===== src/rtl/instruction_fetch_unit_pkg.sv =====
// Shared types and constants for the instruction fetch unit.
// Covers the fetch state, the fetch-register word and pc legality.
package instruction_fetch_unit_pkg;

  localparam int INSTR_W     = 32;
  localparam int ADDR_W      = 64;
  localparam int INSTR_BYTES = 4;

  typedef enum logic [1:0] {
    BOOT,
    RUN,
    FAULT
  } fetch_state_e;

  typedef struct packed {
    logic [ADDR_W-1:0]  pc;
    logic [INSTR_W-1:0] instr;
  } fetch_word_t;

  function automatic logic pc_legal(
    input logic [ADDR_W-1:0] pc,
    input logic [ADDR_W-1:0] last_pc
  );
    return (pc[1:0] == 2'b00) && (pc <= last_pc);
  endfunction

endpackage


===== src/rtl/instruction_fetch_unit_if.sv =====
// Bus bundle between the fetch unit, instruction memory,
// execute (redirect) and decode (valid/ready).
interface instruction_fetch_unit_if #(
  parameter int CNT_W = 32
);
  import instruction_fetch_unit_pkg::*;

  logic [ADDR_W-1:0]  imem_address;
  logic [INSTR_W-1:0] imem_data;
  logic               branch_valid;
  logic [ADDR_W-1:0]  branch_target;
  logic               if_valid;
  logic               if_ready;
  logic [INSTR_W-1:0] if_instruction;
  logic [ADDR_W-1:0]  if_pc;
  logic               fault;
  logic [ADDR_W-1:0]  fault_pc;
  logic [CNT_W-1:0]   fetch_count;

  modport master (
    output imem_address,
    input  imem_data,
    input  branch_valid,
    input  branch_target,
    output if_valid,
    input  if_ready,
    output if_instruction,
    output if_pc,
    output fault,
    output fault_pc,
    output fetch_count
  );

  modport slave (
    input  imem_address,
    output imem_data,
    output branch_valid,
    output branch_target,
    input  if_valid,
    output if_ready,
    input  if_instruction,
    input  if_pc,
    input  fault,
    input  fault_pc,
    input  fetch_count
  );

endinterface


===== src/rtl/instruction_fetch_unit_reg_slice.sv =====
// Valid/ready fetch register holding {pc, instruction}.
// Flush beats load beats accept.
module fetch_reg_slice
  import instruction_fetch_unit_pkg::*;
(
  input  logic        clk,
  input  logic        rst_n,
  input  logic        load,
  input  logic        flush,
  input  logic        accept,
  input  fetch_word_t din,
  output logic        valid,
  output fetch_word_t dout
);

  logic        valid_q, valid_d;
  fetch_word_t word_q, word_d;

  always_comb begin
    valid_d = valid_q;
    word_d  = word_q;
    if (flush) begin
      valid_d = 1'b0;
    end else if (load) begin
      valid_d = 1'b1;
      word_d  = din;
    end else if (accept) begin
      valid_d = 1'b0;
    end
  end

  always_ff @(posedge clk or negedge rst_n) begin
    if (!rst_n) begin
      valid_q <= 1'b0;
      word_q  <= '0;
    end else begin
      valid_q <= valid_d;
      word_q  <= word_d;
    end
  end

  assign valid = valid_q;
  assign dout  = word_q;

endmodule


===== src/rtl/instruction_fetch_unit.sv =====
// Fetch unit: pc sequencing, redirect/flush, fault capture
// and the valid/ready fetch register feeding decode.
module instruction_fetch_unit
  import instruction_fetch_unit_pkg::*;
#(
  parameter int                MEM_SIZE = 256,
  parameter logic [ADDR_W-1:0] RESET_PC = '0,
  parameter int                CNT_W    = 32
) (
  input  logic                      clk,
  input  logic                      reset_n,
  instruction_fetch_unit_if.master  bus
);

  localparam logic [ADDR_W-1:0] LAST_PC =
    ADDR_W'(MEM_SIZE - INSTR_BYTES);

  fetch_state_e      state_q, state_d;
  logic [ADDR_W-1:0] pc_q, pc_d;
  logic              fault_q, fault_d;
  logic [ADDR_W-1:0] fpc_q, fpc_d;
  logic [CNT_W-1:0]  cnt_q, cnt_d;

  logic        br;
  logic        tgt_ok;
  logic        pc_ok;
  logic        valid;
  logic        accept;
  logic        load_en;
  logic        do_load;
  logic        do_fault;
  fetch_word_t din;
  fetch_word_t dout;

  assign br     = bus.branch_valid;
  assign tgt_ok = pc_legal(bus.branch_target, LAST_PC);
  assign pc_ok  = pc_legal(pc_q, LAST_PC);
  assign accept = valid && bus.if_ready;

  always_ff @(posedge clk or negedge reset_n) begin
    if (!reset_n) state_q <= BOOT;
    else          state_q <= state_d;
  end

  always_comb begin
    state_d = state_q;
    unique case (state_q)
      BOOT:  state_d = RUN;
      RUN:   if (do_fault) state_d = FAULT;
      FAULT: if (br && tgt_ok) state_d = RUN;
      default: state_d = BOOT;
    endcase
  end

  always_comb begin
    load_en  = (state_q == RUN) &&
               (!valid || bus.if_ready) && !br;
    do_load  = load_en && pc_ok;
    do_fault = load_en && !pc_ok;
  end

  always_comb begin
    pc_d    = pc_q;
    fault_d = fault_q;
    fpc_d   = fpc_q;
    cnt_d   = cnt_q;
    if (br) pc_d = bus.branch_target;
    else if (do_load) pc_d = pc_q + ADDR_W'(INSTR_BYTES);
    if (do_fault) begin
      fault_d = 1'b1;
      fpc_d   = pc_q;
    end else if (br && tgt_ok && state_q == FAULT) begin
      fault_d = 1'b0;
    end
    // a redirect kills the held word, so its handshake is not retired
    if (accept && !br) cnt_d = cnt_q + 1'b1;
  end

  always_ff @(posedge clk or negedge reset_n) begin
    if (!reset_n) begin
      pc_q    <= RESET_PC;
      fault_q <= 1'b0;
      fpc_q   <= '0;
      cnt_q   <= '0;
    end else begin
      pc_q    <= pc_d;
      fault_q <= fault_d;
      fpc_q   <= fpc_d;
      cnt_q   <= cnt_d;
    end
  end

  assign din.pc    = pc_q;
  assign din.instr = bus.imem_data;

  fetch_reg_slice u_slice (
    .clk    (clk),
    .rst_n  (reset_n),
    .load   (do_load),
    .flush  (br),
    .accept (accept),
    .din    (din),
    .valid  (valid),
    .dout   (dout)
  );

  assign bus.imem_address   = pc_q;
  assign bus.if_valid       = valid;
  assign bus.if_instruction = dout.instr;
  assign bus.if_pc          = dout.pc;
  assign bus.fault          = fault_q;
  assign bus.fault_pc       = fpc_q;
  assign bus.fetch_count    = cnt_q;

endmodule


===== src/flat_wrapper.sv =====
// flat-port wrapper written by rule: the top's interface ports become plain ports
module instruction_fetch_unit_flat import instruction_fetch_unit_pkg::*;
#(
  parameter int                MEM_SIZE = 256,
  parameter logic [ADDR_W-1:0] RESET_PC = '0,
  parameter int                CNT_W    = 32
)
  (clk, reset_n, bus_imem_address, bus_imem_data, bus_branch_valid, bus_branch_target, bus_if_valid, bus_if_ready, bus_if_instruction, bus_if_pc, bus_fault, bus_fault_pc, bus_fetch_count);
  instruction_fetch_unit_if #(.CNT_W(CNT_W)) bus_i ();
  input  logic clk;
  input  logic reset_n;
  output wire logic [$bits(bus_i.imem_address)-1:0] bus_imem_address;
  input wire logic [$bits(bus_i.imem_data)-1:0] bus_imem_data;
  input wire logic [$bits(bus_i.branch_valid)-1:0] bus_branch_valid;
  input wire logic [$bits(bus_i.branch_target)-1:0] bus_branch_target;
  output wire logic [$bits(bus_i.if_valid)-1:0] bus_if_valid;
  input wire logic [$bits(bus_i.if_ready)-1:0] bus_if_ready;
  output wire logic [$bits(bus_i.if_instruction)-1:0] bus_if_instruction;
  output wire logic [$bits(bus_i.if_pc)-1:0] bus_if_pc;
  output wire logic [$bits(bus_i.fault)-1:0] bus_fault;
  output wire logic [$bits(bus_i.fault_pc)-1:0] bus_fault_pc;
  output wire logic [$bits(bus_i.fetch_count)-1:0] bus_fetch_count;
  assign bus_imem_address = bus_i.imem_address;
  assign bus_i.imem_data = bus_imem_data;
  assign bus_i.branch_valid = bus_branch_valid;
  assign bus_i.branch_target = bus_branch_target;
  assign bus_if_valid = bus_i.if_valid;
  assign bus_i.if_ready = bus_if_ready;
  assign bus_if_instruction = bus_i.if_instruction;
  assign bus_if_pc = bus_i.if_pc;
  assign bus_fault = bus_i.fault;
  assign bus_fault_pc = bus_i.fault_pc;
  assign bus_fetch_count = bus_i.fetch_count;
  instruction_fetch_unit #(.MEM_SIZE(MEM_SIZE), .RESET_PC(RESET_PC), .CNT_W(CNT_W)) u_core (.clk(clk), .reset_n(reset_n), .bus(bus_i));
endmodule

===== config.mk =====
export PLATFORM = sky130hd
export DESIGN_NAME = instruction_fetch_unit_flat
export DESIGN_NICKNAME = d
export VERILOG_FILES = /design/src/rtl/instruction_fetch_unit_pkg.sv /design/src/rtl/instruction_fetch_unit_if.sv /design/src/rtl/instruction_fetch_unit_reg_slice.sv /design/src/rtl/instruction_fetch_unit.sv /design/src/flat_wrapper.sv
export SDC_FILE = /design/constraint.sdc
export NUM_CORES = 1
export LEC_CHECK = 0
export BUFFER_PORTS_ARGS = -buffer_cell sky130_fd_sc_hd__buf_2
export CAP_MARGIN = 20
export CORE_MARGIN = 2
export CORE_UTILIZATION = 30
export CTS_CLUSTER_DIAMETER = 80
export CTS_CLUSTER_SIZE = 12
export DETAILED_ROUTE_END_ITERATION = 16
export SETUP_SLACK_MARGIN = 0.4
export SYNTH_ARGS = -nofsm -noshare
export SYNTH_HDL_FRONTEND = slang
export SYNTH_SLANG_ARGS = --single-unit

===== constraint.sdc =====
create_clock -name clk -period 5.9 [get_ports clk]
set_input_delay 0.885 -clock clk [delete_from_list [all_inputs] [get_ports clk]]
set_output_delay 0.885 -clock clk [all_outputs]
set_load 0.03 [all_outputs]

==> run_summary.xml, run 1 <==
<?xml version="1.0" encoding="UTF-8"?>
<metrics>
  <group name="yosys">
    <metric name="synth-seq-cells" unit="">260</metric>
    <metric name="mean_area_per_synthesized_cell" unit="um^2">14.2</metric>
    <metric name="synth_async_sr_flop_share" unit="">1.00</metric>
    <metric name="syn_inst" unit="">705</metric>
    <metric name="seq_area_frac_synth" unit="">0.650</metric>
    <metric name="synth.cell_area" unit="um^2">10000</metric>
    <metric name="yosys_warnings" unit="">0</metric>
    <metric name="yosys_most_used_dff" unit="">dfrtp_1</metric>
    <metric name="synth_enable_flop_cells" unit="">0</metric>
    <metric name="synth_nets" unit="">807</metric>
    <metric name="synthDistinctLibCells" unit="">42</metric>
  </group>
  <group name="floorplan">
    <metric name="core_region_area" unit="um^2">32700</metric>
    <metric name="floorplan.initialDensity" unit="">0.306</metric>
    <metric name="design.portCount" unit="">358</metric>
    <metric name="floorplan.rows" unit="">66</metric>
    <metric name="dieArea" unit="um^2">34900</metric>
    <metric name="die_width" unit="um">187</metric>
    <metric name="chipHeight" unit="um">187</metric>
  </group>
  <group name="sta">
    <metric name="timing.slew.headroom" unit="">0.477</metric>
    <metric name="fin_setup_tns" unit="ns">0</metric>
    <metric name="hold_violations" unit="">0</metric>
    <metric name="final-setup-viol-count" unit="">0</metric>
    <metric name="finalCriticalPeriod" unit="ns">3.03</metric>
    <metric name="rsz0062_at_grt" unit="">false</metric>
    <metric name="max_clock_freq" unit="MHz">330</metric>
    <metric name="minimum_hold_slack" unit="ns">0.346</metric>
    <metric name="timing.clock.skew" unit="ns">0.0245</metric>
    <metric name="worst_slew_pin_slew" unit="ns">0.785</metric>
    <metric name="finalMaxSlewViolations" unit="">0</metric>
    <metric name="post-route-period-util" unit="">0.513</metric>
  </group>
  <group name="job">
    <metric name="maxCapViolCount" unit="">0</metric>
  </group>
  <group name="route">
    <metric name="drc" unit="">0</metric>
    <metric name="antenna_violating_nets_post_route" unit="">0</metric>
    <metric name="detail_route.wl_per_cell" unit="um">18.2</metric>
    <metric name="detail_route.first_pass.iterations" unit="">4</metric>
    <metric name="detail_route.wirelength" unit="um">27600</metric>
    <metric name="via_count" unit="">6976</metric>
    <metric name="viasPerCell" unit="">4.60</metric>
    <metric name="drt-initial-drc-count" unit="">329</metric>
  </group>
  <group name="power">
    <metric name="cellPowerDensity" unit="nW/um^2">391</metric>
    <metric name="vdd_drop_max" unit="mV">0.276</metric>
    <metric name="leakage" unit="nW">6.61</metric>
  </group>
  <group name="layout">
    <metric name="fin_area" unit="um^2">13100</metric>
    <metric name="leading_cell_type_in_the_layout_fill_and_taps_excluded" unit="">buf_2</metric>
    <metric name="area.growth.synth_to_final" unit="%">30.4</metric>
    <metric name="filler_cell_count" unit="">3175</metric>
    <metric name="mostFrequentLayoutCells" unit="">356 x buf_2, 260 x dfrtp_1, 140 x mux2_2, 59 x and2_1, 35 x nor4_1</metric>
    <metric name="finalNetCount" unit="">1172</metric>
    <metric name="multi_input_area" unit="um^2">3390</metric>
    <metric name="post_route_cells_drive_above_1_share" unit="">0.501</metric>
    <metric name="ff_latch_area" unit="um^2">6510</metric>
  </group>
  <group name="critical_path">
    <metric name="crit_required" unit="ns">6.32</metric>
    <metric name="critical_path_class" unit="">reg2reg</metric>
    <metric name="worst_setup_path_end_kind" unit="">flip-flop</metric>
    <metric name="worst_r2r_startpoint" unit="">u_core.bus.imem_address[60]$_DFFE_PN0P_</metric>
    <metric name="r2r_end" unit="">u_core.u_slice.dout[20]$_DFFE_PN0P_</metric>
    <metric name="rr_worst_depth" unit="">6</metric>
    <metric name="setup.worst_path.start_class" unit="">flip-flop</metric>
    <metric name="worst-endpoint-arrival" unit="ns">3.44</metric>
    <metric name="first_element_of_the_critical_path" unit="">u_core.bus.imem_address[60]$_DFFE_PN0P_</metric>
    <metric name="worst-path-max-fanout" unit="">73</metric>
    <metric name="endpoint" unit="">u_core.u_slice.dout[20]$_DFFE_PN0P_</metric>
    <metric name="reg2reg_setup_slack" unit="ns">2.87</metric>
  </group>
  <group name="clock_network">
    <metric name="clock_sink_count" unit="">260</metric>
    <metric name="cts_tree" unit="">done</metric>
    <metric name="clock_latency_reported_for_the_late_side_of_the_worst_skew_pair" unit="ns">0.54</metric>
    <metric name="post_cts.repair.setup_buffers" unit="">0</metric>
    <metric name="cts_buffers" unit="">26</metric>
    <metric name="clock_tree.root_cell" unit="">clkbuf_16</metric>
    <metric name="max_root_sink_buffers" unit="">3</metric>
    <metric name="cts_resized" unit="">0</metric>
    <metric name="clock_pin_transition_on_the_worst_setup_and_hold_timing_paths" unit="ns">0.06</metric>
    <metric name="ctsHtreeMaxLevel" unit="">1</metric>
    <metric name="cts_hold_buf" unit="">0</metric>
  </group>
  <group name="global_routing">
    <metric name="number_of_global_route_vias_before_repair" unit="">7357</metric>
    <metric name="grt_start_max_net_pins" unit="">108</metric>
    <metric name="antenna_violations_before_repair" unit="">3</metric>
    <metric name="global_route.overflow_total" unit="">0</metric>
    <metric name="grt_util_overall" unit="">0.159</metric>
    <metric name="grt_pass1_wl" unit="um">44600</metric>
  </group>
  <group name="placed_design">
    <metric name="place.detailed.hpwl" unit="um">20200</metric>
    <metric name="portBuffers" unit="">357</metric>
    <metric name="place_area" unit="um^2">12400</metric>
    <metric name="gpl.final_weighted_congestion" unit="">0.783</metric>
  </group>
  <group name="status">
    <metric name="run_status" unit="">complete, no violations</metric>
  </group>
  <group name="hold_path">
    <metric name="worst_hold_path_type" unit="">in2async</metric>
  </group>
</metrics>
==> cell usage after synthesis (all sizes together) (2+ instances only) <==
library cell	number	area, um^2
o21ai	2	10.0
a31oi	4	25.0
a211oi	2	15.0
nor2b	2	12.5
and4	2	17.5
o31ai	2	15.0
nor4	37	244
nand3b	3	22.5
or2	2	12.5
and2	59	369
inv	9	33.8
nand4	15	93.8
mux2	160	1800
xor2	15	131
buf	8	36.3
and3	4	25.0
clkbuf	18	67.6
nor2	20	75.1
or4	4	30.0
ha	2	25.0
xnor2	16	140
a21oi	2	10.0
nand2	21	78.8
or3	2	12.5
nand3	13	65.1
nor3	10	50.1
dfrtp	260	6510
==> cells by family after synthesis <==
logic type,after synthesis,share of synthesized area
AND/OR/NAND/NOR,201,0.117
multiplexers,160,0.180
flip-flops,260,0.650
XOR/XNOR,31,0.0271
adder cells (fa/ha/maj),2,0.00250
AO/OA/AOI/OAI,16,0.0107
buffers and inverters,35,0.0137
==> where the power goes <==
part / total, mW / switching [mW] / internal, mW / leakage, nW
Combinational: 1.39 / 0.908 / 0.484 / 2.96
Clock: 1.48 / 0.669 / 0.809 / 0.344
Sequential: 2.24 / 0.176 / 2.06 / 3.31
==> per-layer routing <==
metal,routed length (um),GRT usage,vias up
met5,19,0,-
li1,-,-,3221
met2,12800,0.256,254
met4,624,0.0357,4
met1,12000,0.212,3461
met3,2170,0.0493,36
==> flip-flops by register name, indices dropped and copies added (netlist names) <==
register and cells:
u_core.bus.fetch_count 32, u_core.bus.fault 1, u_core.u_slice.valid 1, u_core.bus.imem_address 64
u_core.bus.fault_pc 64, u_core.u_slice.dout 96, u_core.state_q 2
==> worst min-delay path by stage <==
stage	start	endpoint	slack, ns	cells past startpoint
after floorplan	u_core.state_q[0]$_DFFE_PN0P_	u_core.state_q[0]$_DFFE_PN0P_	0.48	1
after global placement	u_core.bus.fetch_count[31]$_DFFE_PN0P_	u_core.bus.fetch_count[31]$_DFFE_PN0P_	0.45	1
after detailed placement	u_core.bus.fault$_DFFE_PN0P_	u_core.bus.fault$_DFFE_PN0P_	0.47	1
after CTS	reset_n	u_core.u_slice.dout[70]$_DFFE_PN0P_	0.37	1
after global routing	reset_n	u_core.u_slice.dout[70]$_DFFE_PN0P_	0.38	1
final	reset_n	u_core.u_slice.dout[70]$_DFFE_PN0P_	0.35	1
==> area by class of cell <==
class                           instances  area share
Clock buffer                           29      0.0523
Sequential cell                       260       0.498
Inverter                                9     0.00259
Clock inverter                          2     0.00134
Antenna cell                            1    0.000192
Tap cell                              442      0.0423
Timing Repair Buffer                  363       0.144
Multi-Input combinational cell        410       0.260
==> critical path: stages, from the launching register on <==
cell     delay, ns
dfrtp_1       0.41
nor4_1        0.42
nand4_1       0.31
nor4_2        0.69
nand3_4       0.34
buf_16        0.32
mux2_1        0.36
==> per-stage QoR <==
stage | utilization | power (mW) | cells | setup WS (ns)
2_1_floorplan | - | 3.17 | 705 | 3.43
3_3_place_gp | 0.377 | 3.66 | 1483 | 2.28
3_5_place_dp | 0.378 | 3.68 | 1484 | 2.80
4_1_cts | 0.399 | 5.19 | 1515 | 2.78
5_1_grt | 0.399 | 5.37 | 1515 | 2.58
6_report | 0.399 | 5.11 | 1516 | 2.87
(Power assumes the default switching activity.)
==> run 2, diff against run 1 <==
--- a/config.mk
+++ b/config.mk
@@ -5,6 +5,7 @@
 export SDC_FILE = /design/constraint.sdc
 export NUM_CORES = 1
 export LEC_CHECK = 0
+export ABC_AREA = 1
 export BUFFER_PORTS_ARGS = -buffer_cell sky130_fd_sc_hd__buf_2
 export CAP_MARGIN = 20
 export CORE_MARGIN = 2
==> constraint.sdc (replaced) <==
create_clock -name clk -period 2.6 [get_ports clk]
set_input_delay 0.39 -clock clk [delete_from_list [all_inputs] [get_ports clk]]
set_output_delay 0.39 -clock clk [all_outputs]
set_load 0.03 [all_outputs]
==> run_summary.xml, run 2 <==
<?xml version="1.0" encoding="UTF-8"?>
<metrics>
  <group name="sta">
    <metric name="timing.slew.headroom" unit="">0.581</metric>
    <metric name="finalMaxSlewViolations" unit="">0</metric>
    <metric name="finalCriticalPeriod" unit="ns">1.94</metric>
    <metric name="final-setup-viol-count" unit="">0</metric>
    <metric name="post-route-period-util" unit="">0.745</metric>
    <metric name="rsz0062_at_grt" unit="">true</metric>
    <metric name="fin_setup_tns" unit="ns">0</metric>
    <metric name="timing.clock.skew" unit="ns">0.0242</metric>
    <metric name="max_clock_freq" unit="MHz">516</metric>
    <metric name="worst_slew_pin_slew" unit="ns">0.629</metric>
    <metric name="hold_violations" unit="">0</metric>
  </group>
  <group name="global_routing">
    <metric name="grt_util_overall" unit="">0.171</metric>
    <metric name="antenna_violations_before_repair" unit="">2</metric>
    <metric name="global_route.overflow_total" unit="">0</metric>
    <metric name="number_of_global_route_vias_before_repair" unit="">9518</metric>
    <metric name="grt_start_max_net_pins" unit="">96</metric>
    <metric name="grt_pass1_wl" unit="um">52300</metric>
  </group>
  <group name="power">
    <metric name="internal-power" unit="mW">7.14</metric>
    <metric name="leakage" unit="nW">8.18</metric>
    <metric name="vdd_drop_max" unit="mV">0.518</metric>
    <metric name="p_sw" unit="mW">3.97</metric>
    <metric name="pwr-share-seq" unit="">0.446</metric>
    <metric name="cellPowerDensity" unit="nW/um^2">793</metric>
    <metric name="p_comb_frac" unit="">0.265</metric>
    <metric name="power_switching_share" unit="">0.357</metric>
    <metric name="clockPowerShare" unit="">0.289</metric>
  </group>
  <group name="critical_path">
    <metric name="rr_worst_depth" unit="">9</metric>
    <metric name="critical_path_class" unit="">reg2reg</metric>
    <metric name="cpLargestDelayFamily" unit="">simple AND/OR/NAND/NOR gates</metric>
    <metric name="reg2reg_setup_slack" unit="ns">0.66</metric>
    <metric name="worst-endpoint-arrival" unit="ns">2.34</metric>
    <metric name="worst_setup_path_end_kind" unit="">flip-flop</metric>
    <metric name="critical-path-slowest-cell" unit="">dfrtp_1</metric>
    <metric name="r2r_end" unit="">u_core.u_slice.dout[21]$_DFFE_PN0P_</metric>
    <metric name="worst-path-max-fanout" unit="">95</metric>
    <metric name="setup.worst_path.start_class" unit="">flip-flop</metric>
    <metric name="crit_required" unit="ns">3.00</metric>
    <metric name="critical_path.cell_chain" unit="">nor2_1, nand2_1, nor2_1, nand2_1, nor2_1, nand3_4, buf_6, nand2_1, o21ai_0</metric>
    <metric name="slowest_delay" unit="ns">0.41</metric>
    <metric name="worst_r2r_startpoint" unit="">u_core.bus.imem_address[10]$_DFFE_PN0P_</metric>
    <metric name="worstPathBufferInverterCount" unit="">1</metric>
  </group>
  <group name="hold_path">
    <metric name="hold_end" unit="">u_core.bus.imem_address[22]$_DFFE_PN0P_</metric>
    <metric name="min_delay_path_depth" unit="">3</metric>
    <metric name="worst_hold_path_type" unit="">in2reg</metric>
    <metric name="holdCritStartpoint" unit="">bus_branch_target[22]</metric>
  </group>
  <group name="clock_network">
    <metric name="max_root_sink_buffers" unit="">3</metric>
    <metric name="clock_pin_transition_on_the_worst_setup_and_hold_timing_paths" unit="ns">0.06</metric>
    <metric name="cts_tree" unit="">done</metric>
    <metric name="cts_buffers" unit="">25</metric>
    <metric name="clock_latency_reported_for_the_late_side_of_the_worst_skew_pair" unit="ns">0.55</metric>
    <metric name="ctsHtreeMaxLevel" unit="">1</metric>
    <metric name="post_cts.repair.setup_buffers" unit="">0</metric>
    <metric name="clock_sink_count" unit="">260</metric>
    <metric name="clock_tree.root_cell" unit="">clkbuf_16</metric>
  </group>
  <group name="placed_design">
    <metric name="place_area" unit="um^2">13300</metric>
    <metric name="place.detailed.instances" unit="">2105</metric>
    <metric name="portBuffers" unit="">357</metric>
    <metric name="place.detailed.hpwl" unit="um">23200</metric>
    <metric name="gpl.final_weighted_congestion" unit="">0.874</metric>
  </group>
  <group name="yosys">
    <metric name="yosys_warnings" unit="">0</metric>
    <metric name="synth.cell_area" unit="um^2">10900</metric>
    <metric name="mean_area_per_synthesized_cell" unit="um^2">8.30</metric>
    <metric name="synth_async_sr_flop_share" unit="">1.00</metric>
    <metric name="synth_area_leader" unit="">dfrtp_1</metric>
    <metric name="yosysTopAreaCellShare" unit="">0.595</metric>
    <metric name="post-synth-top-count-cell" unit="">nand2_1</metric>
    <metric name="yosys_most_used_dff" unit="">dfrtp_1</metric>
    <metric name="synthDistinctLibCells" unit="">22</metric>
    <metric name="synth_nets" unit="">1420</metric>
    <metric name="synth_enable_flop_cells" unit="">0</metric>
    <metric name="netlist_top_cells_count" unit="">493 x nand2_1, 260 x dfrtp_1, 144 x inv_1</metric>
    <metric name="synth-seq-cells" unit="">260</metric>
    <metric name="synth_top_cells_by_area" unit="">dfrtp_1 59%, nand2_1 17%, nand3_1 5.2%, inv_1 4.9%, nor2_1 4.2%</metric>
    <metric name="seq_area_frac_synth" unit="">0.595</metric>
    <metric name="syn_inst" unit="">1318</metric>
  </group>
  <group name="layout">
    <metric name="layout.core_utilization" unit="">0.392</metric>
    <metric name="final_cell_count_no_fill" unit="">2136</metric>
    <metric name="fin_area" unit="um^2">14000</metric>
    <metric name="post_route_cells_drive_above_1_share" unit="">0.248</metric>
    <metric name="area.growth.synth_to_final" unit="%">28.1</metric>
    <metric name="leading_cell_type_in_the_layout_fill_and_taps_excluded" unit="">nand2_1</metric>
    <metric name="finalNetCount" unit="">1774</metric>
    <metric name="largest_register_ffs" unit="">96</metric>
    <metric name="mostFrequentLayoutCells" unit="">491 x nand2_1, 356 x buf_2, 260 x dfrtp_1, 144 x inv_1, 121 x nor2_1</metric>
  </group>
  <group name="floorplan">
    <metric name="chipHeight" unit="um">195</metric>
    <metric name="design.portCount" unit="">358</metric>
    <metric name="die_width" unit="um">195</metric>
    <metric name="floorplan.initialDensity" unit="">0.306</metric>
    <metric name="core_region_area" unit="um^2">35700</metric>
    <metric name="floorplan.rows" unit="">69</metric>
    <metric name="dieArea" unit="um^2">38000</metric>
  </group>
  <group name="route">
    <metric name="via_count" unit="">9558</metric>
    <metric name="viasPerCell" unit="">4.47</metric>
    <metric name="drt-initial-drc-count" unit="">464</metric>
    <metric name="antenna_violating_nets_post_route" unit="">0</metric>
    <metric name="detail_route.wirelength" unit="um">32100</metric>
    <metric name="detail_route.first_pass.iterations" unit="">5</metric>
    <metric name="detail_route.wl_per_cell" unit="um">15.0</metric>
    <metric name="drc" unit="">0</metric>
  </group>
  <group name="job">
    <metric name="maxCapViolCount" unit="">0</metric>
  </group>
  <group name="status">
    <metric name="run_status" unit="">complete, no violations</metric>
  </group>
</metrics>
==> run 2: how the worst max path moves through the flow <==
stage,from,endpoint,slack [ns],cells after the start
6_report,u_core.bus.imem_address[10]$_DFFE_PN0P_,u_core.u_slice.dout[21]$_DFFE_PN0P_,0.66,9
5_1_grt,u_core.bus.imem_address[10]$_DFFE_PN0P_,u_core.u_slice.dout[18]$_DFFE_PN0P_,0.39,9
4_1_cts,u_core.bus.imem_address[58]$_DFFE_PN0P_,u_core.u_slice.dout[8]$_DFFE_PN0P_,0.43,9
3_5_place_dp,u_core.bus.imem_address[58]$_DFFE_PN0P_,u_core.u_slice.dout[8]$_DFFE_PN0P_,0.40,9
3_3_place_gp,u_core.bus.imem_address[58]$_DFFE_PN0P_,u_core.u_slice.dout[9]$_DFFE_PN0P_,0.46,9
2_1_floorplan,u_core.bus.imem_address[52]$_DFFE_PN0P_,u_core.bus.fault_pc[43]$_DFFE_PN0P_,0.80,11
==> run 2: final cells by class <==
type	count	area (um^2)
Antenna cell	1	2.50
Clock buffer	28	647
Clock inverter	1	8.76
Fill cell	3740	21700
Inverter	145	544
Multi-Input combinational cell	859	3690
Sequential cell	260	6510
Tap cell	461	577
Timing Repair Buffer	381	2040
==> run 2: per-stage QoR <==
| stage | power (mW) | setup slack (ns) | hold WS (ns) |
|---|---|---|---|
| floorplan | 6.85 | 0.796 | 0.0944 |
| global placement | 7.96 | 0.457 | 0.409 |
| detailed placement | 8.00 | 0.399 | 0.403 |
| CTS | 11.3 | 0.431 | 0.0241 |
| global route | 11.7 | 0.387 | 0.0575 |
| finish | 11.1 | 0.663 | 0.0612 |
==> run 2: power groups by stage <==
| stage | logic (mW) | registers, mW | clock network [mW] |
|---|---|---|---|
| 2_1_floorplan | 0.788 | 6.06 | 0 |
| 3_3_place_gp | 2.95 | 5.01 | 0 |
| 3_5_place_dp | 2.98 | 5.02 | 0 |
| 4_1_cts | 2.98 | 4.96 | 3.35 |
| 5_1_grt | 3.21 | 5.03 | 3.50 |
| 6_report | 2.94 | 4.95 | 3.21 |
==> run 2: what timing repair did <==
| action | CTS | global route |
|---|---|---|
| hold buffers | 1 | 0 |
| gates resized for setup | 0 | 4 |
| endpoints found under the setup margin | 0 | 98 |
| hold endpoints to repair | 58 | 0 |
==> run 2: kinds of logic after synthesis <==
group                      synth area share
and+or+nand+nor                       0.280
DFF                                   0.595
buffers and inverters                0.0699
AOI/OAI and AO/OA                    0.0366
xor gates and xnor gates             0.0160
adders and majority gates           0.00229
==> run 2: tightest hold or removal path: stages <==
cell and delay (ns):
buf_2 0.09, nand2_1 0.05, nand2_1 0.05
==> run 2: metal layers <==
| metal | global-route usage | vias to the layer above | wire (um) |
|---|---|---|---|
| met5 | 0 | - | 13 |
| met4 | 0.0529 | 2 | 963 |
| met3 | 0.0408 | 58 | 2130 |
| met2 | 0.283 | 275 | 15100 |
| met1 | 0.223 | 4486 | 13900 |
| li1 | - | 4737 | - |
==> run 3, diff against run 2 <==
==> constraint.sdc (replaced) <==
create_clock -name clk -period 1.58 [get_ports clk]
set_input_delay 0.237 -clock clk [delete_from_list [all_inputs] [get_ports clk]]
set_output_delay 0.237 -clock clk [all_outputs]
set_load 0.03 [all_outputs]
==> run_summary.xml, run 3 (synthesized netlist as in run 2, its figures left out) <==
<?xml version="1.0" encoding="UTF-8"?>
<metrics>
  <group name="status">
    <metric name="run_status" unit="">complete, but fails checks</metric>
    <metric name="violated_checks" unit="">setup timing</metric>
  </group>
  <group name="route">
    <metric name="drt-initial-drc-count" unit="">490</metric>
    <metric name="via_count" unit="">10900</metric>
    <metric name="detail_route.wl_per_cell" unit="um">17.5</metric>
    <metric name="viasPerCell" unit="">4.53</metric>
    <metric name="antenna_violating_nets_post_route" unit="">0</metric>
    <metric name="detail_route.wirelength" unit="um">42200</metric>
    <metric name="detail_route.first_pass.iterations" unit="">7</metric>
    <metric name="drc" unit="">0</metric>
  </group>
  <group name="power">
    <metric name="power_switching_share" unit="">0.360</metric>
    <metric name="internal-power" unit="mW">13.0</metric>
    <metric name="leakage" unit="nW">9.88</metric>
    <metric name="cellPowerDensity" unit="nW/um^2">1120</metric>
    <metric name="vdd_drop_max" unit="mV">0.726</metric>
    <metric name="clockPowerShare" unit="">0.284</metric>
    <metric name="finalPower" unit="mW">20.3</metric>
    <metric name="pwr-share-seq" unit="">0.399</metric>
    <metric name="p_sw" unit="mW">7.31</metric>
    <metric name="p_comb_frac" unit="">0.316</metric>
  </group>
  <group name="global_routing">
    <metric name="antenna_violations_before_repair" unit="">5</metric>
    <metric name="global_route.overflow_total" unit="">0</metric>
    <metric name="grt_util_overall" unit="">0.195</metric>
    <metric name="number_of_global_route_vias_before_repair" unit="">10800</metric>
    <metric name="grt_pass1_wl" unit="um">59100</metric>
    <metric name="grt_start_max_net_pins" unit="">58</metric>
  </group>
  <group name="layout">
    <metric name="fin_area" unit="um^2">18100</metric>
    <metric name="post_route_cells_drive_above_1_share" unit="">0.433</metric>
    <metric name="finalNetCount" unit="">2028</metric>
    <metric name="filler_cell_count" unit="">3307</metric>
    <metric name="area.growth.synth_to_final" unit="%">65.5</metric>
    <metric name="mostFrequentLayoutCells" unit="">429 x nand2_1, 332 x buf_2, 178 x dfrtp_1, 124 x inv_1, 105 x buf_4</metric>
    <metric name="largest_register_ffs" unit="">96</metric>
    <metric name="leading_cell_type_in_the_layout_fill_and_taps_excluded" unit="">nand2_1</metric>
  </group>
  <group name="floorplan">
    <metric name="die_width" unit="um">195</metric>
    <metric name="floorplan.initialDensity" unit="">0.306</metric>
    <metric name="chipHeight" unit="um">195</metric>
    <metric name="design.portCount" unit="">358</metric>
    <metric name="floorplan.rows" unit="">69</metric>
    <metric name="dieArea" unit="um^2">38000</metric>
    <metric name="core_region_area" unit="um^2">35700</metric>
  </group>
  <group name="sta">
    <metric name="max_clock_freq" unit="MHz">523</metric>
    <metric name="finalCriticalPeriod" unit="ns">1.91</metric>
    <metric name="minimum_hold_slack" unit="ns">0.00646</metric>
    <metric name="finalMaxSlewViolations" unit="">0</metric>
    <metric name="hold_violations" unit="">0</metric>
    <metric name="post-route-period-util" unit="">1.21</metric>
    <metric name="fin_setup_tns" unit="ns">-50.87</metric>
    <metric name="worst_slack" unit="ns">-0.332</metric>
    <metric name="timing.slew.headroom" unit="">0.590</metric>
    <metric name="rsz0062_at_grt" unit="">true</metric>
    <metric name="worst_slew_pin_slew" unit="ns">0.615</metric>
    <metric name="timing.clock.skew" unit="ns">0.0244</metric>
    <metric name="final-setup-viol-count" unit="">217</metric>
  </group>
  <group name="critical_path">
    <metric name="worst-endpoint-arrival" unit="ns">2.34</metric>
    <metric name="setup.worst_path.start_class" unit="">flip-flop</metric>
    <metric name="worst-path-max-fanout" unit="">12</metric>
    <metric name="worst_setup_path_end_kind" unit="">flip-flop</metric>
    <metric name="crit_required" unit="ns">2.01</metric>
    <metric name="critical_path_class" unit="">reg2reg</metric>
  </group>
  <group name="clock_network">
    <metric name="clock_tree.root_cell" unit="">clkbuf_16</metric>
    <metric name="clock_latency_reported_for_the_late_side_of_the_worst_skew_pair" unit="ns">0.56</metric>
    <metric name="clock_pin_transition_on_the_worst_setup_and_hold_timing_paths" unit="ns">0.07</metric>
    <metric name="cts_buffers" unit="">26</metric>
    <metric name="clock_sink_count" unit="">260</metric>
    <metric name="cts_tree" unit="">done</metric>
    <metric name="max_root_sink_buffers" unit="">3</metric>
    <metric name="ctsHtreeMaxLevel" unit="">1</metric>
  </group>
  <group name="placed_design">
    <metric name="place_area" unit="um^2">14500</metric>
    <metric name="preCtsSetupSlack" unit="ns">-0.376</metric>
    <metric name="portBuffers" unit="">357</metric>
    <metric name="gpl.final_weighted_congestion" unit="">0.880</metric>
    <metric name="place.detailed.hpwl" unit="um">26100</metric>
  </group>
  <group name="job">
    <metric name="maxCapViolCount" unit="">0</metric>
  </group>
  <group name="hold_path">
    <metric name="worst_hold_path_type" unit="">in2reg</metric>
  </group>
</metrics>
[run 3: repair_timing]
item / in CTS / in global routing
gates resized for setup: 23 / 291
hold buffers: 94 / 0
setup buffers: 2 / 42
setup endpoints to repair: 504 / 506
endpoints found under the hold margin: 141 / 0
pin swaps: 4 / 35
gates cloned: 4 / 27
[run 3: metal layers]
layer,vias to the layer above,share of wire,GRT usage
li1,5274,-,-
met1,5165,0.42,0.252
met2,384,0.48,0.318
met3,75,0.074,0.0557
met4,4,0.026,0.0597
met5,-,0.00064,0
[run 3: metrics by stage]
stage,util,cells
after global placement,0.405,2190
after floorplan,-,1318
after CTS,0.458,2335
after global routing,0.506,2406
after detailed placement,0.405,2190
final,0.506,2406
[run 3: path summary, 6_finish.rpt]
| kind | to | startpoint | slack, ns | cells past startpoint |
|---|---|---|---|---|
| hold reg to reg | u_core.u_slice.dout[56]$_DFFE_PN0P_ | u_core.u_slice.dout[56]$_DFFE_PN0P_ | 0.46 | 2 |
| hold / removal | u_core.u_slice.valid$_DFFE_PN0P_ | bus_if_ready | 0.006 | 4 |
| setup / recovery | u_core.u_slice.dout[9]$_DFFE_PN0P_ | u_core.bus.imem_address[31]$_DFFE_PN0P_ | -0.33 | 11 |
| min in group asynchronous | u_core.bus.fault_pc[28]$_DFFE_PN0P_ | reset_n | 0.23 | 2 |
| setup reg to reg | u_core.u_slice.dout[9]$_DFFE_PN0P_ | u_core.bus.imem_address[31]$_DFFE_PN0P_ | -0.33 | 11 |
| max in group asynchronous | u_core.bus.imem_address[60]$_DFFE_PN0P_ | reset_n | 0.67 | 3 |
[run 3: critical path, cell delays in order, from the launching register on]
cell and delay, ns:
dfrtp_2 0.43, nor2_4 0.14, nand2_2 0.08, nor2_4 0.12
nand2_2 0.09, nor2_4 0.11, buf_6 0.12, nand3_4 0.15
buf_12 0.21, buf_6 0.16, nand2_1 0.07, o21ai_0 0.08
[run 3: power by group through the flow]
stage / logic [mW] / clock network (mW) / registers, mW
3_3_place_gp: 5.41 / 0 / 8.16
4_1_cts: 5.67 / 5.94 / 8.09
6_report: 6.43 / 5.77 / 8.11
3_5_place_dp: 5.46 / 0 / 8.20
5_1_grt: 6.90 / 6.18 / 8.21
2_1_floorplan: 1.41 / 0 / 10.0
[run 3: cell type report]
cell class / instances / area, um^2 / share of cell area
repair buffers: 633 / 5060 / 0.280
inverters: 145 / 551 / 0.0304
clock buffers: 42 / 711 / 0.0393
clock inverters: 3 / 35.0 / 0.00194
multi-input cells: 860 / 4550 / 0.251
flip-flops and latches: 260 / 6610 / 0.365
diodes: 2 / 5.00 / 0.000277
well taps: 461 / 577 / 0.0319
